[src/rtl/ultrasonic_pkg.sv]
// Shared types and default timing for the ultrasonic ranging blocks (100 MHz clock).
package ultrasonic_pkg;

    typedef enum logic [2:0] {
        IDLE      = 3'd0,
        TRIG      = 3'd1,
        WAIT_RISE = 3'd2,
        MEASURE   = 3'd3,
        GAP       = 3'd4
    } scan_state_t;

    localparam int DEF_N_CH        = 3;
    localparam int DEF_CNT_W       = 22;
    localparam int DEF_TRIG_CYC    = 1000;     // 10 us trigger
    localparam int DEF_TIMEOUT_CYC = 3000000;  // 30 ms echo limit
    localparam int DEF_GAP_CYC     = 6000000;  // 60 ms dead time between channels

    // Round-trip echo cycles per centimetre, for downstream distance conversion.
    localparam int CYC_PER_CM      = 5800;

endpackage

[src/rtl/echo_sync.sv]
// N-wide 2-FF synchroniser for asynchronous echo pins with rising/falling edge detect.
module echo_sync
    import ultrasonic_pkg::*;
#(
    parameter int N_CH = DEF_N_CH
) (
    input  logic            clk,
    input  logic            rst,
    input  logic [N_CH-1:0] din,
    output logic [N_CH-1:0] rise,
    output logic [N_CH-1:0] fall
);

    logic [N_CH-1:0] sync_a;
    logic [N_CH-1:0] sync_b;
    logic [N_CH-1:0] sync_prev;

    // Two metastability stages plus one history stage for edge detection.
    always_ff @(posedge clk) begin
        if (rst) begin
            sync_a    <= '0;
            sync_b    <= '0;
            sync_prev <= '0;
        end else begin
            sync_a    <= din;
            sync_b    <= sync_a;
            sync_prev <= sync_b;
        end
    end

    // Edges are taken on the synchronised level only.
    always_comb begin
        rise = sync_b & ~sync_prev;
        fall = ~sync_b & sync_prev;
    end

endmodule

[src/rtl/multi_ultrasonic_scanner.sv]
// Round-robin N-channel ultrasonic ranging controller: one sensor fired at a time,
// echo width measured in cycles and compared against a runtime obstacle threshold.
module multi_ultrasonic_scanner
    import ultrasonic_pkg::*;
#(
    parameter int N_CH        = DEF_N_CH,
    parameter int CNT_W       = DEF_CNT_W,
    parameter int TRIG_CYC    = DEF_TRIG_CYC,
    parameter int TIMEOUT_CYC = DEF_TIMEOUT_CYC,
    parameter int GAP_CYC     = DEF_GAP_CYC
) (
    input  logic                  fpgaclk,
    input  logic                  rst,
    input  logic [N_CH-1:0]       pulse,
    input  logic [CNT_W-1:0]      threshold,
    input  logic                  enable,
    output logic [N_CH-1:0]       triggerout,
    output logic [N_CH-1:0]       obstacle,
    output logic [N_CH*CNT_W-1:0] echo_width,
    output logic [N_CH-1:0]       timeout,
    output logic                  meas_valid,
    output logic [2:0]            meas_ch
);

    // TRIG and GAP share one timer; GAP_CYC can exceed the echo counter range.
    localparam int TMR_MAX = (GAP_CYC > TRIG_CYC) ? GAP_CYC : TRIG_CYC;
    localparam int TMR_W   = $clog2(TMR_MAX + 1);

    localparam logic [TMR_W-1:0] TRIG_LAST = TMR_W'(TRIG_CYC - 1);
    localparam logic [TMR_W-1:0] GAP_LAST  = TMR_W'(GAP_CYC - 1);
    localparam logic [CNT_W-1:0] TO_LIMIT  = CNT_W'(TIMEOUT_CYC);

    scan_state_t       state;
    logic [2:0]        ch;
    logic [2:0]        ch_next;
    logic [N_CH-1:0]   ch_oh;
    logic [N_CH-1:0]   ch_next_oh;
    logic [CNT_W-1:0]  cnt;
    logic [CNT_W-1:0]  cnt_inc;
    logic [TMR_W-1:0]  tmr;
    logic [N_CH-1:0]   rise;
    logic [N_CH-1:0]   fall;
    logic              rise_sel;
    logic              fall_sel;
    logic              res_wr;
    logic              res_to;
    logic              res_obst;
    logic [CNT_W-1:0]  res_width;

    function automatic logic [N_CH-1:0] ch_onehot(input logic [2:0] c);
        logic [N_CH-1:0] oh;
        oh = '0;
        for (int k = 0; k < N_CH; k++) begin
            oh[k] = (c == 3'(k));
        end
        return oh;
    endfunction

    echo_sync #(
        .N_CH (N_CH)
    ) u_echo_sync (
        .clk  (fpgaclk),
        .rst  (rst),
        .din  (pulse),
        .rise (rise),
        .fall (fall)
    );

    // Channel select, edge mux and result decision for the active channel.
    always_comb begin
        ch_next    = (ch == 3'(N_CH - 1)) ? 3'd0 : ch + 3'd1;
        ch_oh      = ch_onehot(ch);
        ch_next_oh = ch_onehot(ch_next);
        rise_sel   = |(rise & ch_oh);
        fall_sel   = |(fall & ch_oh);
        cnt_inc    = cnt + CNT_W'(1);
        res_wr     = 1'b0;
        res_to     = 1'b0;
        res_width  = cnt_inc;
        if (state == WAIT_RISE && !rise_sel && cnt_inc == TO_LIMIT) begin
            res_wr    = 1'b1;
            res_to    = 1'b1;
            res_width = TO_LIMIT;
        end
        if (state == MEASURE) begin
            // The rise cycle is the first high cycle, so the width is cnt+1 at the fall.
            if (fall_sel) begin
                res_wr = 1'b1;
            end else if (cnt_inc == TO_LIMIT) begin
                res_wr    = 1'b1;
                res_to    = 1'b1;
                res_width = TO_LIMIT;
            end
        end
        res_obst = !res_to && (res_width < threshold);
    end

    // Scan sequencer: trigger, wait for echo, measure, dead time, next channel.
    always_ff @(posedge fpgaclk) begin
        if (rst) begin
            state      <= IDLE;
            ch         <= 3'd0;
            cnt        <= '0;
            tmr        <= '0;
            triggerout <= '0;
        end else begin
            case (state)
                IDLE: begin
                    if (enable) begin
                        state      <= TRIG;
                        tmr        <= '0;
                        triggerout <= ch_oh;
                    end
                end
                TRIG: begin
                    if (tmr == TRIG_LAST) begin
                        triggerout <= '0;
                        cnt        <= '0;
                        state      <= WAIT_RISE;
                    end else begin
                        tmr <= tmr + TMR_W'(1);
                    end
                end
                WAIT_RISE: begin
                    if (rise_sel) begin
                        cnt   <= '0;
                        state <= MEASURE;
                    end else if (res_wr) begin
                        tmr   <= '0;
                        state <= GAP;
                    end else begin
                        cnt <= cnt_inc;
                    end
                end
                MEASURE: begin
                    if (res_wr) begin
                        tmr   <= '0;
                        state <= GAP;
                    end else begin
                        cnt <= cnt_inc;
                    end
                end
                GAP: begin
                    if (tmr == GAP_LAST) begin
                        ch  <= ch_next;
                        tmr <= '0;
                        if (enable) begin
                            triggerout <= ch_next_oh;
                            state      <= TRIG;
                        end else begin
                            state <= IDLE;
                        end
                    end else begin
                        tmr <= tmr + TMR_W'(1);
                    end
                end
                default: begin
                    triggerout <= '0;
                    state      <= IDLE;
                end
            endcase
        end
    end

    // Per-channel result registers; only the active channel is written.
    always_ff @(posedge fpgaclk) begin
        if (rst) begin
            echo_width <= '0;
            obstacle   <= '0;
            timeout    <= '0;
            meas_valid <= 1'b0;
            meas_ch    <= 3'd0;
        end else begin
            meas_valid <= res_wr;
            if (res_wr) begin
                meas_ch <= ch;
                for (int k = 0; k < N_CH; k++) begin
                    if (ch_oh[k]) begin
                        echo_width[k*CNT_W +: CNT_W] <= res_width;
                        obstacle[k]                  <= res_obst;
                        timeout[k]                   <= res_to;
                    end
                end
            end
        end
    end

endmodule

[config.mk]
export PLATFORM = sky130hd
export DESIGN_NAME = multi_ultrasonic_scanner
export DESIGN_NICKNAME = d
export VERILOG_FILES = /design/src/rtl/ultrasonic_pkg.sv /design/src/rtl/echo_sync.sv /design/src/rtl/multi_ultrasonic_scanner.sv
export SDC_FILE = /design/constraint.sdc
export NUM_CORES = 1
export LEC_CHECK = 0
export ABC_CLOCK_PERIOD_IN_PS = 4500
export BUFFER_PORTS_ARGS = -buffer_cell sky130_fd_sc_hd__buf_2
export CAP_MARGIN = 30
export CORE_MARGIN = 5
export CORE_UTILIZATION = 31
export CTS_BUF_LIST = sky130_fd_sc_hd__clkbuf_4
export DETAILED_ROUTE_END_ITERATION = 12
export PLACE_DENSITY = 0.51
export SLEW_MARGIN = 20
export SYNTH_ARGS = -nofsm -noshare
export SYNTH_HDL_FRONTEND = slang
export SYNTH_HIERARCHICAL = 1
export SYNTH_SLANG_ARGS = --single-unit
[constraint.sdc]
create_clock -name fpgaclk -period 4.5 [get_ports fpgaclk]
set_clock_uncertainty 0.15 [all_clocks]
set_input_delay 0.45 -clock fpgaclk [delete_from_list [all_inputs] [get_ports fpgaclk]]
set_output_delay 0.45 -clock fpgaclk [all_outputs]
set_load 0.05 [all_outputs]
==> run metrics, run 1 <==
GRT overflow=0; Crit Path Max Fanout=8; DP Area=7900 sq um; Worst IR Drop VDD=roughly 0.00030 V; sequential-to-total area share from yosys stat=39.6%; Distinct cells, synth=64; Main synth FF type=dfxtp_1; H-tree Lvls=4; Residual DRC=0; unrepaired setup endpoints after global routing=false; Chip Width=161 um; Final Cycle Share=92.3%; largest net degree at the start of global routing=74; Layout area overhead=16.7%; Yosys top cell area share=between 30% and 40%; antenna viol nets, final=0; Final Util=36.5%; clock sink total=around 140; Synth Area per Inst=8.34 sq um; worst-skew pair later-pin latency=0.55 ns; dominant combinational cell family by area after synthesis=simple AND/OR/NAND/NOR gates; post-synthesis mux area share=3.42%; CP Capture Type=flop; total power=2140 uW; post-synth top area cell=dfxtp_1; Setup Buffers After CTS=0; Clock Root Buffer=clkbuf_4; Layout fillers=2357; Setup Slack @ Placement=0.216 ns; worst hold path type=in2reg; vias in the first global route=6186; clock slew at reported path FFs=0.15 ns; TNS Setup=0 ns; Worst Setup Start Kind=flop; layout cells sized above 1=approximately 20%; post-synthesis compound-gate area fraction=19.4%; Die Y=161 um; Lkg Pwr=around 0.0034 uW; number of buffers added on ports=106; Mapped Area=7030 sq um; FF+latch count, synth=139; CTS tree=done; Max-Cap Viols=0; Placer Congestion=0.874; Syn Inst Count=843; CP required=4.85 ns; Max Clock Freq=around 0.24 GHz; Initial Util=a little under a third; Post-synth EDFFs=0; outcome=complete, no violations; vias=approximately 6500; Final WS setup=~0.35 ns; Async SR Flop Fraction=0%; IO Pins=107; Post-Syn Nets=894; Synthesis Warnings=6; min cycle time layout=4.15 ns; Core Box Area=22500 sq um; Final Hold Fails=0; Rows=55; ANT cells=0; clock tree buffer depth=2; Final #Nets=993; crit path kind=reg2reg; Simple-Gate Fraction of Synth Area=25.1%; Inserted Clock Buffers=17; Pins Over Slew Limit=0; final instance area=8200 sq um; post-synthesis adder-cell area fraction=4.09%; global-route wire length before repair=34300 um; Setup violations, final=0; antenna violations before repair=0; slew at the pin closest to its max-slew limit=around 0.97 ns; die area=approximately 26000 sq um; DR vias/cell=5.28; Routed WL=about 21000 um; XOR/XNOR Fraction of Synth Area=under 10%; slew margin rel.=35.3%; total iterations of the first detailed-routing run=6; Area contributors post-synth=dfxtp_1, a21oi_1, nor2_1; P per Cell Area=roughly 260 nW/um^2; DR WL/cell=17.3 um; DR iter-0 viols=408; GR Util All Layers=16.4%; post-DP HPWL=15400 um; WP data arrival=4.50 ns
## layout by cell type, fill, tap and decap left out, types with 25 or more instances in the layout
| cell | n |
|---|---|
| buf_2 | 105 |
| inv_1 | 34 |
| nor2_1 | 85 |
| nand2_1 | 53 |
| a21oi_1 | 76 |
| nand3_1 | 26 |
| nor3_1 | 42 |
| dfxtp_1 | 136 |
| a211oi_1 | 25 |
| buf_4 | 35 |
## cells by family (layout without fill, tap and decap cells)
group	after synthesis	after routing
AO/OA/AOI/OAI	206	206
buffers and inverters	98	210
multiplexers	24	24
AND/OR/NAND/NOR	332	332
XOR/XNOR	21	21
adder cells (fa/ha/maj)	23	23
flip-flops	139	139
## critical path: stages (launching register included)
cell and delay (ns):
dfxtp_2 0.41, ha_1 0.23, nand3_4 0.12, or4_4 0.54, a221oi_1 0.42, nand3_1 0.15
nor4b_2 0.33, a21oi_2 0.16, ha_1 0.30, a21boi_0 0.12, o21a_1 0.17, o21ai_0 0.14
nand2_1 0.06, a221o_1 0.31, a21oi_1 0.15, o21ai_0 0.18, o21ai_0 0.18
## layout make-up
cell class | instances | area [sq um] | area share [%]
Sequential cell | 139 | 2790 | 34.0
Clock buffer | 17 | 128 | 1.56
Multi-Input combinational cell | 606 | 3840 | 46.9
Inverter | 35 | 131 | 1.60
Clock inverter | 15 | 139 | 1.69
Timing Repair Buffer | 143 | 818 | 9.97
Tap cell | 285 | 357 | 4.35
## Yosys cell counts, drive strengths merged, types with 13 or more instances
| master | n |
|---|---|
| dfxtp | 139 |
| nor2 | 85 |
| a21oi | 77 |
| nand2 | 53 |
| nor3 | 43 |
| clkbuf | 37 |
| inv | 34 |
| nand3 | 29 |
| buf | 26 |
| a211oi | 25 |
| mux2i | 24 |
| o21ai | 24 |
| ha | 23 |
| nor2b | 21 |
| a32oi | 15 |
| nand4 | 15 |
| or4 | 15 |
| o31ai | 14 |
| and3 | 13 |
| or3 | 13 |
| xnor2 | 13 |
## per-stage QoR
stage | hold WS (ns) | instances
finish | 0.239 | 1240
global placement | 0.273 | 1205
floorplan | 0.264 | 843
CTS | 0.177 | 1240
detailed placement | 0.280 | 1205
global route | 0.227 | 1240
## layer usage
metal	global-route usage [%]	vias to the layer above	wire (um)
met1	22.8	3102	10500
li1	-	3278	-
met5	0	-	0
met4	2.58	0	100
met3	3.75	9	1030
met2	26.5	160	9800
## state kept, by name, summed over array words and instances (netlist names)
signal and cells:
state 3, ch 3, u_echo_sync/sync_a 3, obstacle 3, u_echo_sync/sync_prev 3, tmr 23
meas_valid 1, cnt 22, meas_ch 3, echo_width 66, timeout 3, u_echo_sync/sync_b 3
triggerout 3
## timing repair
item,4_1_cts,5_1_grt
hold buffers,3,0
hold endpoints to repair,3,0
gates resized for setup,0,5
endpoints found under the setup margin,0,3
## final timing paths
kind                          from                    end  slack (ns)  depth (start not counted)
max                         cnt[1]            obstacle[0]        0.35                         16
min                         enable               state[0]        0.24                          5
max reg2reg                 cnt[1]            obstacle[0]        0.35                         16
min reg2reg  u_echo_sync/sync_a[2]  u_echo_sync/sync_b[2]        0.31                          1
## power breakdown
group          total [uW]  internal, uW  switching [uW]  leakage [uW]
logic                 105          36.4            68.7       0.00216
clock network         796           249             547      0.000143
registers            1240          1240            4.88       0.00112
Note: power is estimated with default switching activity, not from simulation.
==> run 2: changes to the inputs <==
--- a/config.mk
+++ b/config.mk
@@ -11,10 +11,10 @@
 export CORE_MARGIN = 5
 export CORE_UTILIZATION = 31
 export CTS_BUF_LIST = sky130_fd_sc_hd__clkbuf_4
+export CTS_CLUSTER_DIAMETER = 60
 export DETAILED_ROUTE_END_ITERATION = 12
 export PLACE_DENSITY = 0.51
 export SLEW_MARGIN = 20
 export SYNTH_ARGS = -nofsm -noshare
 export SYNTH_HDL_FRONTEND = slang
-export SYNTH_HIERARCHICAL = 1
 export SYNTH_SLANG_ARGS = --single-unit
==> run 2 against run 1 <==
Net effect:
- global-route usage fell by 1.9 points
- clock power rose by 7.7%
- die area fell by 1.7%
- count of clock-buffer cells in the layout rose by 1
- critical path depth fell by 6
- combinational power rose by 6%
- sequential share of layout area rose by 0.80 points
- register-to-register slack barely moved
- final area fell by 2.3%
- largest power group unchanged
- hold slack got worse by 0.015 ns
- synthesized cell count fell by 6.3%
==> run metrics, run 2 <==
GR Util All Layers=14.5%; WP data arrival=4.42 ns; Area contributors post-synth=dfxtp_1, mux2i_1, nand2_1; worst reg2reg path depth=10; CP startpoint=cnt[3]; Layout fillers=2291; vias=5872; Placer Congestion=0.849; antenna violations before repair=1; Residual DRC=0; layout cells sized above 1=around a fifth; DR iter-0 viols=329; min cycle time layout=4.15 ns; Rows=54; H-tree Lvls=4; Mapped Area=6910 sq um; worst-skew pair later-pin latency=0.54 ns; Syn Inst Count=790; Post-Syn Nets=841; Setup Buffers After CTS=0; Final #Nets=939; CTS tree=done; FF-to-FF End=echo_width[38]; P per Cell Area=276 nW/um^2; most frequent cells in the layout=dfxtp_1, nand2_1, buf_2, mux2i_1, a21oi_1; vias in the first global route=approximately 5600; GRT overflow=0; max FFs per register=66; largest net degree at the start of global routing=47; Crit Path Max Fanout=22; commonest cells in the netlist=dfxtp_1, nand2_1, mux2i_1, a21oi_1, nor2_1; Post-synth EDFFs=0; IO Pins=between 100 and 150; CP required=4.77 ns; total iterations of the first detailed-routing run=5; Worst IR Drop VDD=0.000119 V; largest registers=echo_width (66), tmr (23), cnt (22); Reg-to-Reg Start=cnt[3]; DR WL/cell=15.8 um; total power=2210 uW; die area=25400 sq um; commonest non-fill, non-tap cell in the layout=dfxtp_1; FF+latch area=about 2800 sq um; clock tree buffer depth=2; Routed WL=between 15000 and 20000 um; post-DP HPWL=13600 um; Reg2Reg Setup Slack=0.35 ns; outcome=complete, no violations; hold_ws=0.224 ns; slew margin rel.=42.1%; global-route wire length before repair=30400 um; Clock Root Buffer=clkbuf_4; worst hold path type=in2reg; Lkg Pwr=0.00361 uW; Setup violations, final=0; crit path kind=reg2reg; antenna viol nets, final=0; Chip Width=between 150 and 200 um; clock slew at reported path FFs=0.12 ns; slew at the pin closest to its max-slew limit=0.869 ns; Async SR Flop Fraction=0%; Initial Util=31.6%; Max Clock Freq=about 0.24 GHz; most common cell in the netlist=dfxtp_1; Main synth FF type=dfxtp_1; Final Cycle Share=92.2%; Final Hold Fails=0; Max-Cap Viols=0; CP Capture Type=flop; Synthesis Warnings=0; Die Y=159 um; Distinct cells, synth=65; post-synth top area cell=dfxtp_1; Largest Register=echo_width; multi-input logic area=about 3700 sq um; clock sink total=about 140; Pins Over Slew Limit=0; Core Box Area=21900 sq um; Synth Area per Inst=slightly below 9 sq um; Worst Setup Start Kind=flop; Yosys top cell area share=40.3%; FF+latch count, synth=around 140; sequential-to-total area share from yosys stat=40.3%; number of buffers added on ports=106; Layout area overhead=16.0%; DR vias/cell=4.98; Inserted Clock Buffers=17; Worst setup endpoint=echo_width[38]
==> run 2: timing repair <==
action | CTS | global route
setup endpoints to repair | 0 | 3
gates resized for setup | 0 | 6
hold buffers | 3 | 0
hold endpoints to repair | 3 | 0
==> run 2: worst max-delay path: stages (launching register included) <==
cell and delay, ns:
dfxtp_1 0.48, nand3_2 0.14, or4_4 0.61, nor3_1 0.20
xor2_1 0.12, or4_1 0.59, buf_4 0.19, o31a_1 0.48
or4b_4 0.60, buf_4 0.29, mux2i_1 0.16
==> run 2: area by class of cell <==
cell class / instances / area share, %
tap: 280 / 4.37
inverter: 36 / 1.69
multi-input combinational: 564 / 46.6
timing repair buffer: 130 / 8.93
clock buffer: 18 / 1.69
clock inverter: 12 / 1.87
sequential: 139 / 34.8
antenna: 1 / 0.0312
==> run 2: layer usage <==
metal,global-route usage [%],part of all wire (%)
met1,21.0,52
met2,21.3,42
met3,3.65,5.2
met4,3.99,1.3
met5,0,0
==> run 2: through the flow <==
step / instance area [sq um] / setup slack [ns] / setup TNS, ns / util [%] / cells
after floorplan: 6910 / 0.469 / 0 / - / 790
after global placement: 7670 / 0.366 / 0 / 35.0 / 1145
after detailed placement: 7670 / 0.282 / 0 / 35.0 / 1145
after CTS: 7980 / 0.234 / 0 / 36.5 / 1178
after global routing: 8010 / -0.0174 / -0.0174 / 36.6 / 1180
final: 8010 / 0.353 / 0 / 36.6 / 1180
==> run 2: kinds of logic (layout without fill, tap and decap cells) <==
| group | count (synthesis) | in the layout | synth area share [%] |
|---|---|---|---|
| simple gates | 306 | 306 | 23.1 |
| compound gates | 139 | 139 | 12.9 |
| flops | 139 | 139 | 40.3 |
| buf+inv | 87 | 196 | 5.89 |
| mux | 78 | 78 | 11.4 |
| fa+ha+maj | 23 | 23 | 4.17 |
| xor+xnor | 18 | 18 | 2.28 |
| other cells | 0 | 1 | 0 |
==> run 2: worst min path at each step <==
stage	start	end	slack [ns]	cells after the start
4_1_cts	enable	state[0]	0.19	5
2_1_floorplan	u_echo_sync.sync_a[0]	u_echo_sync.sync_b[0]	0.26	1
5_1_grt	enable	triggerout[0]	0.25	5
3_3_place_gp	u_echo_sync.sync_a[0]	u_echo_sync.sync_b[0]	0.27	1
6_report	enable	state[0]	0.22	5
3_5_place_dp	u_echo_sync.sync_a[0]	u_echo_sync.sync_b[0]	0.27	1
==> run 2: where the power goes <==
part           total [uW]  internal (uW)  leakage (uW)  switching, uW
clock                 857            383      0.000150            474
sequential           1240           1240       0.00112           4.58
combinational         111           38.2       0.00233           72.7
total                2210           1660       0.00361            551
==> run 3: changes to the inputs <==
--- a/config.mk
+++ b/config.mk
@@ -5,9 +5,10 @@
 export SDC_FILE = /design/constraint.sdc
 export NUM_CORES = 1
 export LEC_CHECK = 0
+export ABC_AREA = 1
 export ABC_CLOCK_PERIOD_IN_PS = 4500
 export BUFFER_PORTS_ARGS = -buffer_cell sky130_fd_sc_hd__buf_2
-export CAP_MARGIN = 30
+export CAP_MARGIN = 20
 export CORE_MARGIN = 5
 export CORE_UTILIZATION = 31
 export CTS_BUF_LIST = sky130_fd_sc_hd__clkbuf_4
==> run 3 against run 2 <==
Net effect:
- hold slack gained 0.0010 ns
- sequential share of layout area fell by 1.8 points
- utilization fell by 0.55 points
- sequential cell count unchanged
- non-clock buffer count is 8 lower
- combinational power increased to 5.7 times the previous value
- global-route usage grew 2.7 points
==> run metrics, run 3 <==
Inserted Clock Buffers=17; DR iter-0 viols=between 700 and 800; vias in the first global route=6727; min cycle time layout=3.76 ns; Clock Root Buffer=clkbuf_4; Post-synth EDFFs=0; antenna viol nets, final=0; commonest cells in the netlist=nand2_1, dfxtp_1, inv_1, nor2_1, a21oi_1; Initial Util=roughly 31%; DR vias/cell=4.87; GR Util All Layers=between 10% and 20%; Post-Syn Nets=1076; die area=26800 sq um; H-tree Lvls=4; CP required=between 4 and 5 ns; total iterations of the first detailed-routing run=5; number of buffers added on ports=106; commonest non-fill, non-tap cell in the layout=nand2_1; DR WL/cell=15.9 um; Int Pwr=1830 uW; Core Box Area=23400 sq um; slew at the pin closest to its max-slew limit=between 1 and 1.5 ns; Most common cell on crit path=nand2_1; clock sink total=139; most common cell in the netlist=nand2_1; slowest CP cell=nor2_4; Main synth FF type=dfxtp_1; unrepaired setup endpoints after global routing=false; Final Hold Fails=0; switching share of power=35.5%; FF+latch count, synth=around 140; Worst IR Drop VDD=0.000274 V; Chip Width=164 um; switching pwr=1010 uW; Final #Nets=1171; Area contributors post-synth=dfxtp_1, nand2_1, inv_1; Post-Layout Cell Count=~1500; worst hold path type=in2reg; Placer Congestion=roughly 0.95; Synthesis Warnings=0; Syn Inst Count=between 1000 and 1500; DP Area=8100 sq um; sequential-to-total area share from yosys stat=a little under two fifths; Die Y=between 150 and 200 um; Comb pwr share=22.3%; CP Capture Type=flop; Synth Area per Inst=7.14 sq um; layout cells sized above 1=17.8%; Setup violations, final=0; Setup Buffers After CTS=0; clock tree buffer depth=2; antenna violations before repair=1; Pins Over Slew Limit=0; TNS Setup=0 ns; Max stage delay on crit path=approximately 0.44 ns; Residual DRC=0; worst-skew pair later-pin latency=0.55 ns; P per Cell Area=337 nW/um^2; GRT overflow=0; post-CTS sizing=0; post-DP HPWL=between 15000 and 20000 um; total power=2840 uW; slew margin rel.=29.6%; outcome=complete, no violations; crit path kind=reg2reg; global-route wire length before repair=about 37000 um; Rows=56; Max-Cap Viols=0; Lkg Pwr=about 0.0036 uW; Worst Setup Start Kind=flop; Mapped Area=7320 sq um; final instance area=approximately 8400 sq um; most frequent cells in the layout=nand2_1, dfxtp_1, inv_1, buf_2, nor2_1; Flop pwr share=46.0%; largest net degree at the start of global routing=87; WP data arrival=between 4 and 5 ns; Clock power frac=31.7%; Max Clock Freq=0.266 GHz; CTS tree=done; CP Cell Sequence=ha_1 -> nand2_1 -> nor2_4 -> nand2_4 -> nor2_8 -> nand3b_2 -> nand2_1 -> nand2_1 -> nor2_4 -> nand3_2 -> nand2_2 -> nand2_4 -> nor2_4 -> inv_1 -> nand2_1 -> a21oi_2; Final Cycle Share=83.6%; Yosys top cell area share=38.0%; largest registers=echo_width (66), tmr (23), cnt (22); Async SR Flop Fraction=0%; clock slew at reported path FFs=0.14 ns; placed cells=1417; max FFs per register=66; Routed WL=23100 um; Layout area overhead=15.2%; Crit Path Max Fanout=20; IO Pins=107; vias=about 7100; Distinct cells, synth=42; Largest Register=echo_width; post-synth top area cell=dfxtp_1
==> run 3: cell types whose count changed after synthesis, moves of 17 or more <==
cell,previous run,this run
a21oi_1,44,78
a21oi_2,0,18
a22o_1,17,0
a31oi_1,3,24
inv_1,34,114
mux2i_1,75,0
nand2_1,121,254
nor2_1,38,81
nor2b_1,19,0
o21ai_0,32,68
==> run 3: critical path: cells and delay by family (launching register included) <==
kind	cells	cell delay [ns]
DFF	1	0.43
buffers and inverters	1	0.31
and+or+nand+nor	13	2.41
AOI/OAI and AO/OA	1	0.05
adders and majority gates	1	0.23
==> run 3: per-stage QoR <==
step / util, % / worst slack [ns] / hold slack [ns]
finish: 36.0 / 0.737 / 0.225
global route: 36.0 / 0.361 / 0.259
CTS: 36.0 / 0.751 / 0.178
detailed placement: 34.6 / 0.760 / 0.243
global placement: 34.6 / 0.805 / 0.242
floorplan: - / 1.82 / 0.238
==> run 3: path summary, 6_finish.rpt <==
path / start / to / slack, ns / cells after the start
worst max-delay path: cnt[1] / echo_width[34] / 0.74 / 16
worst min-delay path: enable / state[0] / 0.23 / 5
worst max register to register: cnt[1] / echo_width[34] / 0.74 / 16
worst min register to register: u_echo_sync.sync_a[1] / u_echo_sync.sync_b[1] / 0.26 / 2
==> run 3: layout make-up <==
cell class	count	area (sq um)
repair buffers	122	673
flip-flops and latches	139	2780
diodes	1	2.50
clock inverters	14	173
multi-input cells	721	3820
inverters	119	447
fillers	2617	15000
clock buffers	18	135
well taps	319	399
==> run 3: timing repair <==
action | 4_1_cts | 5_1_grt
hold buffers | 3 | 0
endpoints found under the hold margin | 3 | 0
setup endpoints to repair | 0 | 0
==> run 3: cell families after synthesis <==
logic type | share of synthesized area [%]
flip-flops | 38.0
buffers and inverters | 9.82
AND/OR/NAND/NOR | 27.0
AO/OA/AOI/OAI | 19.1
XOR/XNOR | 2.15
adder cells (fa/ha/maj) | 3.93
==> run 3: metal layers <==
metal | vias up | GRT usage, % | part of all wire [%]
met5 | - | 0 | 0
met4 | 0 | 3.62 | 0.99
met3 | 15 | 3.51 | 5.7
met2 | 204 | 27.7 | 45
met1 | 3268 | 24.0 | 48
li1 | 3596 | - | -
==> run 3: power by group through the flow <==
stage / Sequential (uW) / Combinational (uW) / Clock, uW
after floorplan: 1370 / 434 / 0
after global placement: 1330 / 624 / 0
after detailed placement: 1330 / 631 / 0
after CTS: 1310 / 634 / 933
after global routing: 1310 / 701 / 979
final: 1310 / 633 / 899
